**config.mk**
```make
export PLATFORM = sky130hd
export DESIGN_NAME = stream_demux
export DESIGN_NICKNAME = d
export VERILOG_FILES = /design/src/rtl/stream_demux.sv
export SDC_FILE = /design/constraint.sdc
export NUM_CORES = 1
export LEC_CHECK = 0
export ABC_AREA = 1
export BUFFER_PORTS_ARGS = -buffer_cell sky130_fd_sc_hd__buf_2
export CORE_ASPECT_RATIO = 0.6
export CORE_MARGIN = 1.5
export CORE_UTILIZATION = 50
export DETAILED_ROUTE_END_ITERATION = 8
export PLACE_DENSITY = 0.81
export REMOVE_ABC_BUFFERS = 1
export SYNTH_ARGS = -nofsm -noshare
export SYNTH_HDL_FRONTEND = slang
export SYNTH_SLANG_ARGS = --single-unit
export TNS_END_PERCENT = 100
```
**constraint.sdc**
```tcl
create_clock -name clk_i -period 3.01 [get_ports clk_i]
set_input_delay 0.301 -clock clk_i [delete_from_list [all_inputs] [get_ports clk_i]]
set_output_delay 0.301 -clock clk_i [all_outputs]
set_load 0.01 [all_outputs]
```
**src/rtl/stream_demux.sv**
```systemverilog
// stream_demux: routes AXI-Stream-like packets from one slave port to one of
// M_DATA_COUNT master ports. The destination is latched on the first beat of a
// packet. Packets with an out-of-range destination are consumed and counted.
// A single output register gives one cycle of latency. It can drain and refill
// in the same cycle.

module stream_demux #(
  parameter  int unsigned M_DATA_COUNT = 3,
  parameter  int unsigned T_DATA_WIDTH = 8,
  localparam int unsigned T_DEST_WIDTH = (M_DATA_COUNT > 1) ? $clog2(M_DATA_COUNT) : 1
) (
  input  logic                                      clk_i,
  input  logic                                      rst_i,
  input  logic [T_DATA_WIDTH-1:0]                   s_tdata_i,
  input  logic                                      s_tvalid_i,
  output logic                                      s_tready_o,
  input  logic                                      s_tlast_i,
  input  logic [T_DEST_WIDTH-1:0]                   s_tdest_i,
  output logic [M_DATA_COUNT-1:0][T_DATA_WIDTH-1:0] m_tdata_o,
  output logic [M_DATA_COUNT-1:0]                   m_tvalid_o,
  output logic [M_DATA_COUNT-1:0]                   m_tlast_o,
  input  logic [M_DATA_COUNT-1:0]                   m_tready_i,
  output logic [7:0]                                drop_cnt_o
);

  localparam int unsigned M      = M_DATA_COUNT;
  localparam int unsigned DEST_X = T_DEST_WIDTH + 1;

  typedef enum logic [1:0] {
    IDLE = 2'd0,
    FWD  = 2'd1,
    DROP = 2'd2
  } state_t;

  state_t                  state;
  logic [T_DATA_WIDTH-1:0] data_q;
  logic [T_DEST_WIDTH-1:0] dest_q;
  logic [M-1:0]            valid_q;
  logic [M-1:0]            last_oh_q;

  logic                    full;
  logic                    drain;
  logic                    accept;
  logic                    dest_ok;
  logic                    load;
  logic                    drop_start;
  logic [T_DEST_WIDTH-1:0] route;
  logic [M-1:0]            dest_oh;

  // The held beat is tracked as a one-hot valid vector; full means any bit set.
  assign full  = |valid_q;
  assign drain = |(valid_q & m_tready_i);

  // Ready when empty, when the held beat leaves this cycle, or while discarding.
  assign s_tready_o = ~rst_i & ((state == DROP) | ~full | drain);
  assign accept     = s_tvalid_i & s_tready_o;

  // Compare one bit wider so that a power-of-two count never wraps.
  assign dest_ok = ({1'b0, s_tdest_i} < DEST_X'(M_DATA_COUNT));

  // The first beat takes s_tdest_i. Later beats reuse the locked destination.
  assign route   = (state == IDLE) ? s_tdest_i : dest_q;
  assign dest_oh = M'(1) << route;

  assign load       = accept & (((state == IDLE) & dest_ok) | (state == FWD));
  assign drop_start = accept & (state == IDLE) & ~dest_ok;

  // Output register: loads on an accepted beat, otherwise empties on drain.
  always_ff @(posedge clk_i) begin
    if (rst_i) begin
      data_q    <= '0;
      dest_q    <= '0;
      valid_q   <= '0;
      last_oh_q <= '0;
    end else if (load) begin
      data_q    <= s_tdata_i;
      dest_q    <= route;
      valid_q   <= dest_oh;
      last_oh_q <= s_tlast_i ? dest_oh : '0;
    end else if (drain) begin
      valid_q   <= '0;
      last_oh_q <= '0;
    end
  end

  // Packet framing FSM: IDLE waits for a first beat; FWD and DROP run until tlast.
  always_ff @(posedge clk_i) begin
    if (rst_i) begin
      state <= IDLE;
    end else if (accept) begin
      case (state)
        IDLE: begin
          if (!s_tlast_i) begin
            state <= dest_ok ? FWD : DROP;
          end
        end
        FWD, DROP: begin
          if (s_tlast_i) begin
            state <= IDLE;
          end
        end
        default: state <= IDLE;
      endcase
    end
  end

  // Count dropped packets once each, at their first beat; saturates at 255.
  always_ff @(posedge clk_i) begin
    if (rst_i) begin
      drop_cnt_o <= '0;
    end else if (drop_start && (drop_cnt_o != 8'hFF)) begin
      drop_cnt_o <= drop_cnt_o + 8'd1;
    end
  end

  assign m_tdata_o  = {M{data_q}};
  assign m_tvalid_o = valid_q;
  assign m_tlast_o  = last_oh_q;

endmodule

```
==> impl_metrics.env, run 1 <==
export IMPL_vias=1404
export IMPL_fp_dieArea_um2=3341
export IMPL_grt_usage_pct=17.96
export IMPL_n_antenna_cell=0
export IMPL_arrival_ns=1.60
export IMPL_portBuffers=55
export IMPL_cts_resized=0
export IMPL_dieHeight_um=45.38
export IMPL_cts_tree="built"
export IMPL_worstRegToRegCells=9
export IMPL_finClkSkew_ns=0.003277
export IMPL_clock_latency_ns=0.27
export IMPL_yosys_area_top_type="dfxtp_1"
export IMPL_drive_gt1_share_pct=27.42
export IMPL_cp_required_ns=2.71
export IMPL_clockBufferDepth=2
export IMPL_synth_edf_count=0
export IMPL_nFillCells=276
export IMPL_final_nets=270
export IMPL_syn_area_um2=1496
export IMPL_yosysSeqAreaShare_pct=34.78
export IMPL_path_max_fanout=20
export IMPL_yosysWarnings=0
export IMPL_cts_root_buf="clkbuf_8"
export IMPL_drc=0
export IMPL_multi_input_area_um2=716.9
export IMPL_syn_inst=213
export IMPL_grt_start_max_net_pins=21
export IMPL_die_w_um=73.63
export IMPL_dr_pass1_iters=4
export IMPL_fin_ws_ns=1.108
export IMPL_post_drt_via_cell_ratio=4.841
export IMPL_crit_path_top_delay_cell="nor2_4"
export IMPL_postCtsSetupBuffers=0
export IMPL_timing_final_hold_violations=0
export IMPL_dp_hpwl_um=2196
export IMPL_path_cells="inv_1, ha_1, inv_1, nand2_1, nor2_1, nor2_4, buf_2"
export IMPL_synth_top_flop_cell="dfxtp_1"
export IMPL_endpoint_kind="primary output"
export IMPL_grt_pass1_wl_um=4560
export IMPL_post_route_min_period_ns=1.902
export IMPL_rsz0062_at_grt="false"
export IMPL_finalSetupViolations=0
export IMPL_dp_slack_ns=1.157
export IMPL_slew_viol_final=0
export IMPL_clk_pin_slew_ns=0.09
export IMPL_cap_violations=0
export IMPL_final_util_pct=60.26
export IMPL_tightest_slew_ns=0.4666
export IMPL_cp_start_kind="flop"
export IMPL_placed_cells=286
export IMPL_synth_seq_cells=26
export IMPL_max_slew_margin_pct=68.82
export IMPL_antenna_found_initial=0
export IMPL_final_cells=290
export IMPL_routed_wirelength_um=2995
export IMPL_fmax_mhz=525.6
export IMPL_clock_sinks=26
export IMPL_final_seq_area_um2=520.5
export IMPL_areaGrowthSynthToFinish_pct=14.88
export IMPL_hold_buffers=0
export IMPL_ir_drop_uv=261.3
export IMPL_drtAntennaViolNets=0
export IMPL_period_share_pct=63.20
export IMPL_cts_buffers_inserted=3
export IMPL_ys_top_cells_by_count="nand2_1, dfxtp_1, a21oi_1"
export IMPL_slowest_delay_ns=0.37
export IMPL_hold_class="in -> reg"
export IMPL_power_leakage_nw=0.8279
export IMPL_synth_most_common_cell="nand2_1"
export IMPL_crit_type="reg -> out"
export IMPL_cpMostUsedCell="inv_1"
export IMPL_gr_total_overflow=0
export IMPL_status="finished, final reports clean"
export IMPL_place_gp_congestion=0.8172
export IMPL_power_density_nw_per_um2=461.2
export IMPL_synth_cell_types=24
export IMPL_ys_async_sr_fraction_pct=0
export IMPL_rows=15
export IMPL_hold_depth=3
export IMPL_start_util_pct=52.46
export IMPL_wire_per_inst_um=10.33
export IMPL_fin_setup_tns_ns=0
export IMPL_core_um2=2853
export IMPL_synth_top_area_share_pct=34.78
export IMPL_grt_pass1_vias=1043
export IMPL_h_tree_depth=1
export IMPL_yosys_top_cells_area="dfxtp_1, nand2_1, buf_4"
export IMPL_fin_hold_ws_ns=0.2951
export IMPL_io_pins=56
export IMPL_drt_iter0_drc=52
export IMPL_syn_area_per_cell_um2=7.026
-- report_power, final --
group | internal (mW) | leakage, nW | total [mW] | switching, mW
combinational | 0.0467 | 0.581 | 0.136 | 0.0889
sequential | 0.357 | 0.211 | 0.366 | 0.00957
clock | 0.178 | 0.0357 | 0.291 | 0.113
total | 0.581 | 0.828 | 0.793 | 0.212
-- layer usage --
layer | share of wire (%) | track usage, % | wire length, um | vias up
met1 | 51 | 25.72 | 1536 | 604
met4 | 1.1 | 5.556 | 32 | 0
met2 | 41 | 27.21 | 1230 | 44
met5 | 0 | 0 | 0 | -
met3 | 6.5 | 3.982 | 196 | 4
li1 | - | - | - | 752
-- kinds of logic (layout without fill, tap and decap cells) --
kind of cell / count (synthesis) / count (layout) / synth area share [%]
buf+inv: 46 / 81 / 17.31
fa+ha+maj: 4 / 4 / 3.345
simple gates: 108 / 108 / 34.62
xor+xnor: 1 / 1 / 0.5854
flops: 26 / 26 / 34.78
compound gates: 28 / 28 / 9.364
-- critical path, delay by kind of cell, from the launching register on --
kind | cells | cell delay [ns]
fa+ha+maj | 1 | 0.16
buf+inv | 3 | 0.34
flops | 1 | 0.34
simple gates | 3 | 0.49
-- final timing paths --
path	startpoint	endpoint	slack, ns
max	state[0]	s_tready_o	1.11
max reg2reg	state[0]	m_tlast_o[0]	1.11
min	s_tdata_i[2]	data_q[2]	0.30
min reg2reg	dest_q[1]	dest_q[1]	0.47
-- per-stage QoR --
step	cell area, um^2	total power, mW
2_1_floorplan	1320	0.4551
3_3_place_gp	1648	0.5075
3_5_place_dp	1648	0.5087
4_1_cts	1719	0.8018
5_1_grt	1719	0.8342
6_report	1719	0.7929
-- cells in the final DEF, fill, tap and decap left out, types with 4 or more instances in the layout --
master   count
buf_2       55
nand2_1     45
dfxtp_1     26
a21oi_1     23
nor2_1      21
inv_1       19
nand4_1     16
nand3_1     14
nor3_1       4
ha_1         4
-- flip-flops by register name, indices dropped and copies added, names as in the netlist --
signal      count
data_q          8
dest_q          2
drop_cnt_o      8
m_tlast_o       3
m_tvalid_o      3
state           2
-- area by class of cell --
cell class,count,area share [%]
Timing Repair Buffer,55,16.01
Multi-Input combinational cell,141,41.70
Inverter,22,4.803
Clock buffer,3,2.402
Clock inverter,1,1.747
Sequential cell,26,30.28
Tap cell,42,3.057
Power figures use the tool's default switching activity.
==> run 2: changes to the inputs <==
--- a/config.mk
+++ b/config.mk
@@ -9,9 +9,9 @@
 export BUFFER_PORTS_ARGS = -buffer_cell sky130_fd_sc_hd__buf_2
 export CORE_ASPECT_RATIO = 0.6
 export CORE_MARGIN = 1.5
-export CORE_UTILIZATION = 50
+export CORE_UTILIZATION = 44
 export DETAILED_ROUTE_END_ITERATION = 8
-export PLACE_DENSITY = 0.81
+export PLACE_DENSITY = 0.76
 export REMOVE_ABC_BUFFERS = 1
 export SYNTH_ARGS = -nofsm -noshare
 export SYNTH_HDL_FRONTEND = slang
==> constraint.sdc (replaced) <==
create_clock -name clk_i -period 1.5 [get_ports clk_i]
set_input_delay 0.15 -clock clk_i [delete_from_list [all_inputs] [get_ports clk_i]]
set_output_delay 0.15 -clock clk_i [all_outputs]
set_load 0.01 [all_outputs]
==> run 2 against run 1 <==
  * The run now ends with negative setup slack left
  * Critical path depth grew 3
  * Non-clock buffer count increased by 20
  * Sequential power rose by 100%
  * Final cell count is 8.3% higher
  * Die area is 13% higher
  * Count of clock-buffer cells in the layout increased by 1
  * Clock skew about the same
  * Clock power rose by 60%
  * Register-to-register slack lost 1.1 ns
==> impl_metrics.env, run 2 (synthesis results as in run 1) <==
export IMPL_grt_pass1_wl_um=5782
export IMPL_fmax_mhz=650.7
export IMPL_fp_dieArea_um2=3772
export IMPL_io_pins=56
export IMPL_grt_start_max_net_pins=18
export IMPL_path_cells="inv_4, ha_4, inv_2, nand2_2, nor2_4, nor2_4, buf_12, buf_4, nand4_1, a21oi_2"
export IMPL_ir_drop_uv=308.4
export IMPL_cts_root_buf="clkbuf_8"
export IMPL_post_route_min_period_ns=1.537
export IMPL_top_regs="data_q: 8 flops, drop_cnt_o: 8 flops"
export IMPL_core_um2=3243
export IMPL_hold_buffers=0
export IMPL_clockBufferDepth=2
export IMPL_slowest_delay_ns=0.35
export IMPL_rows=16
export IMPL_tightest_slew_ns=0.3217
export IMPL_dp_hpwl_um=2706
export IMPL_h_tree_depth=1
export IMPL_die_w_um=78.29
export IMPL_power_density_nw_per_um2=793.6
export IMPL_timing_final_hold_violations=0
export IMPL_portBuffers=55
export IMPL_cp_required_ns=1.71
export IMPL_violations="negative setup slack"
export IMPL_cts_buffers_inserted=3
export IMPL_arrival_ns=1.74
export IMPL_crit_path_top_delay_cell="dfxtp_2"
export IMPL_areaGrowthSynthToFinish_pct=36.71
export IMPL_clock_latency_ns=0.28
export IMPL_final_nets=291
export IMPL_finClkSkew_ns=0.002986
export IMPL_rsz0062_at_grt="true"
export IMPL_drtAntennaViolNets=0
export IMPL_fin_ws_ns=-0.03672
export IMPL_finalSetupViolations=1
export IMPL_hold_depth=2
export IMPL_worstRegToRegCells=10
export IMPL_dr_pass1_iters=4
export IMPL_grt_usage_pct=20.26
export IMPL_mostFrequentLayoutCells="buf_2, nand2_1, dfxtp_1, nor2_1, buf_4"
export IMPL_period_share_pct=102.4
export IMPL_hold_class="in -> reg"
export IMPL_placed_area_um2=1762
export IMPL_start_util_pct=46.14
export IMPL_path_max_fanout=7
export IMPL_vias=1560
export IMPL_power_leakage_nw=0.9531
export IMPL_status="finished, violations left"
export IMPL_fin_setup_tns_ns=-0.03672
export IMPL_n_antenna_cell=0
export IMPL_drc=0
export IMPL_clock_sinks=26
export IMPL_dieHeight_um=48.18
export IMPL_cap_violations=0
export IMPL_endpoint_kind="flop"
export IMPL_antenna_found_initial=0
export IMPL_slew_viol_final=0
export IMPL_nFillCells=280
export IMPL_cp_start_kind="flop"
export IMPL_max_slew_margin_pct=78.39
export IMPL_crit_type="reg -> reg"
export IMPL_power_mw=1.624
export IMPL_final_common_cell="buf_2"
export IMPL_place_gp_congestion=0.8399
export IMPL_drive_gt1_share_pct=44.24
export IMPL_gr_total_overflow=0
export IMPL_post_drt_via_cell_ratio=4.968
export IMPL_cts_tree="built"
export IMPL_clk_pin_slew_ns=0.09
export IMPL_wire_per_inst_um=12.96
export IMPL_cpMostUsedCell="nor2_4"
export IMPL_final_area_um2=2046
export IMPL_grt_pass1_vias=1242
export IMPL_routed_wirelength_um=4071
export IMPL_drt_iter0_drc=104
run 2: cell count changes in the layout (fill, tap and decap cells not counted), sizes merged:
cell    before  now
buf         55   75
bufinv       1    0
nand3       15   16
clkbuf       3    4
run 2: final cells by class:
| type | instances | area [um^2] | share of cell area (%) |
|---|---|---|---|
| inverters | 22 | 85.08 | 4.159 |
| multi-input cells | 142 | 868.3 | 42.45 |
| repair buffers | 75 | 451.7 | 22.08 |
| clock buffers | 4 | 55.05 | 2.691 |
| flip-flops and latches | 26 | 529.3 | 25.87 |
| well taps | 45 | 56.30 | 2.752 |
run 2: per-stage QoR:
step           cells  util, %  worst slack (ns)  hold WS [ns]
2_1_floorplan    189        -          -0.09935        0.2191
3_5_place_dp     302    54.32           -0.1172        0.4309
5_1_grt          314    63.08          -0.09523        0.1320
4_1_cts          313    59.68          0.002116        0.1279
3_3_place_gp     302    54.32          -0.09442        0.4284
6_report         314    63.08          -0.03672        0.1334
run 2: final timing paths:
kind | to | slack, ns | from
worst max-delay path | data_q[1] | -0.04 | state[0]
worst min register to register | dest_q[1] | 0.47 | dest_q[1]
worst max register to register | data_q[1] | -0.04 | state[0]
worst min-delay path | m_tvalid_o[2] | 0.13 | rst_i
run 2: layer usage:
layer	share of wire [%]	wire length [um]	vias up	GRT usage (%)
met4	2.6	104	0	7.143
met5	0	0	-	0
met2	47	1913	50	31.48
met1	45	1844	701	28.51
li1	-	-	799	-
met3	5.1	209	10	4.486
run 2: worst max-delay path: cells and delay by family (launching register included):
kind,cells,cell delay [ns]
buf+inv,4,0.38
simple gates,4,0.39
fa+ha+maj,1,0.13
compound gates,1,0.21
flops,1,0.35
run 2: report_power, final:
part	switching [mW]	internal [mW]
sequential	0.0220	0.715
clock	0.232	0.235
combinational	0.242	0.177
run 2: repair_timing:
action	in CTS	in global routing
setup buffers	7	0
resized for setup	17	27
pin swaps	6	12
endpoints found under the setup margin	25	27
gates cloned	0	1
==> run 3: changes to the inputs <==
--- a/config.mk
+++ b/config.mk
@@ -6,12 +6,13 @@
 export NUM_CORES = 1
 export LEC_CHECK = 0
 export ABC_AREA = 1
-export BUFFER_PORTS_ARGS = -buffer_cell sky130_fd_sc_hd__buf_2
 export CORE_ASPECT_RATIO = 0.6
 export CORE_MARGIN = 1.5
-export CORE_UTILIZATION = 44
+export CORE_UTILIZATION = 50
+export CTS_CLUSTER_SIZE = 30
 export DETAILED_ROUTE_END_ITERATION = 8
-export PLACE_DENSITY = 0.76
+export DONT_BUFFER_PORTS = 1
+export PLACE_DENSITY = 0.68
 export REMOVE_ABC_BUFFERS = 1
 export SYNTH_ARGS = -nofsm -noshare
 export SYNTH_HDL_FRONTEND = slang
==> run 3 against run 2 <==
  * The flow still finishes with violations (negative setup slack)
  * Via count decreased by 5.1%
  * Flip-flop and latch count unchanged
  * Count of clock-buffer cells in the layout decreased by 1
  * Non-clock buffer count decreased by 50
  * Sequential share of layout area increased by 3.8 points
  * Final area decreased by 13%
  * First-iteration DRC count decreased by 13%
  * Total power decreased by 8.1%
  * Hold slack got worse by 0.11 ns
  * Combinational power decreased by 21%
  * Routed wire length increased by 1.2%
  * Clock power decreased by 14%
  * Critical path type is now reg -> out
  * Highest routed layer unchanged
==> impl_metrics.env, run 3 (synthesis results as in run 1) <==
export IMPL_worstRegToRegCells=8
export IMPL_die_w_um=73.63
export IMPL_grt_usage_pct=22.86
export IMPL_dp_hpwl_um=2581
export IMPL_cp_required_ns=1.35
export IMPL_antenna_found_initial=0
export IMPL_arrival_ns=1.42
export IMPL_hold_start="s_tdata_i[2]"
export IMPL_grt_start_max_net_pins=21
export IMPL_clockBufferDepth=2
export IMPL_dieHeight_um=45.38
export IMPL_core_um2=2853
export IMPL_power_leakage_nw=0.6963
export IMPL_place_gp_congestion=0.7838
export IMPL_cts_root_buf="clkbuf_8"
export IMPL_grt_pass1_wl_um=5733
export IMPL_drive_gt1_share_pct=30.28
export IMPL_gr_total_overflow=0
export IMPL_timing_final_hold_violations=0
export IMPL_wl_met3_um=301
export IMPL_clk_pin_slew_ns=0.09
export IMPL_drc=0
export IMPL_drtAntennaViolNets=0
export IMPL_crit_type="reg -> out"
export IMPL_areaGrowthSynthToFinish_pct=19.31
export IMPL_finClkSkew_ns=0.005822
export IMPL_multi_input_area_um2=863.3
export IMPL_r2r_start="state[0]"
export IMPL_grt_pass1_vias=1282
export IMPL_cp_start_kind="flop"
export IMPL_cap_violations=0
export IMPL_tightest_slew_ns=0.6706
export IMPL_clock_latency_ns=0.28
export IMPL_start_util_pct=52.46
export IMPL_finalSetupViolations=16
export IMPL_final_cells=260
export IMPL_power_mw=1.492
export IMPL_clock_sinks=26
export IMPL_mostFrequentLayoutCells="nand2_1, dfxtp_1, a21oi_1, buf_4, nor2_1"
export IMPL_final_seq_area_um2=529.3
export IMPL_violations="negative setup slack"
export IMPL_fin_ws_ns=-0.07414
export IMPL_power_density_nw_per_um2=835.7
export IMPL_wl_met2_um=2031
export IMPL_h_tree_depth=1
export IMPL_r2r_setup_slack_ns=-0.06
export IMPL_dr_pass1_iters=7
export IMPL_rr_endpoint="m_tlast_o[2]"
export IMPL_placed_cells=248
export IMPL_post_drt_via_cell_ratio=5.692
export IMPL_slew_viol_final=0
export IMPL_nFillCells=241
export IMPL_drt_iter0_drc=90
export IMPL_ir_drop_uv=570.0
export IMPL_top_layer="met4"
export IMPL_endpoint_kind="primary output"
export IMPL_io_pins=56
export IMPL_n_antenna_cell=0
export IMPL_rsz0062_at_grt="true"
export IMPL_status="finished, violations left"
export IMPL_hold_class="in -> reg"
export IMPL_fin_setup_tns_ns=-0.4714
export IMPL_max_slew_margin_pct=55.14
export IMPL_path_max_fanout=8
export IMPL_final_common_cell="nand2_1"
export IMPL_cts_tree="built"
export IMPL_post_route_min_period_ns=1.574
export IMPL_fmax_mhz=635.3
export IMPL_portBuffers=0
export IMPL_fp_dieArea_um2=3341
export IMPL_hold_depth=2
export IMPL_vias=1480
export IMPL_rows=15
export IMPL_final_area_um2=1785
export IMPL_top_regs="data_q: 8 flops, drop_cnt_o: 8 flops"
export IMPL_whs_endpoint="data_q[2]"
export IMPL_period_share_pct=104.9
export IMPL_routed_wirelength_um=4118
export IMPL_wire_per_inst_um=15.84
export IMPL_placed_area_um2=1513
export IMPL_final_nets=241
export IMPL_wl_met1_um=1725
export IMPL_cts_buffers_inserted=3
-- run 3: repair_timing --
item                                   CTS  global route
buffers inserted                         6             1
gates resized for setup                 13            31
setup endpoints to repair               27            27
endpoints found under the hold margin   17             0
pin swaps                                5            15
cloned                                   1             1
hold buffers                             1             0
-- run 3: worst max-delay path by stage --
stage,from,endpoint,slack (ns)
2_1_floorplan,state[0],dest_q[0],-0.1
5_1_grt,m_tvalid_o[2],s_tready_o,-0.1
3_3_place_gp,state[0],m_tlast_o[1],-0.04
4_1_cts,state[0],s_tready_o,-0.01
6_report,m_tvalid_o[2],s_tready_o,-0.07
3_5_place_dp,state[1],m_tlast_o[2],-0.21
-- run 3: critical path: stages (launching register included) --
cell     delay [ns]
dfxtp_4        0.37
nor2_4         0.14
nand2_2        0.08
nand2_2        0.08
nor2_2         0.05
nor2_4         0.25
buf_12         0.18
-- run 3: through the flow --
step / hold WS (ns) / worst slack, ns / utilization, %
2_1_floorplan: 0.2191 / -0.09935 / -
3_3_place_gp: 0.2207 / -0.04378 / 53.03
3_5_place_dp: 0.2218 / -0.2142 / 53.03
4_1_cts: 0.03270 / -0.01373 / 58.82
5_1_grt: 0.03252 / -0.09773 / 62.59
6_report: 0.01846 / -0.07414 / 62.59
-- run 3: metal layers --
metal  GRT usage, %  vias up
met1          30.18      703
met2          36.40       65
li1               -      699
met5              0        -
met3          6.858       13
met4          7.407        0
-- run 3: layout make-up --
class / count / area share, %
multi-input combinational: 142 / 48.35
sequential: 26 / 29.64
timing repair buffer: 25 / 11.98
inverter: 22 / 4.765
tap: 42 / 2.943
clock buffer: 3 / 2.313
-- run 3: where the power goes --
group,total (mW),internal (mW),switching (mW)
logic,0.332,0.134,0.198
registers,0.758,0.715,0.0425
clock network,0.402,0.181,0.222
total,1.49,1.03,0.462
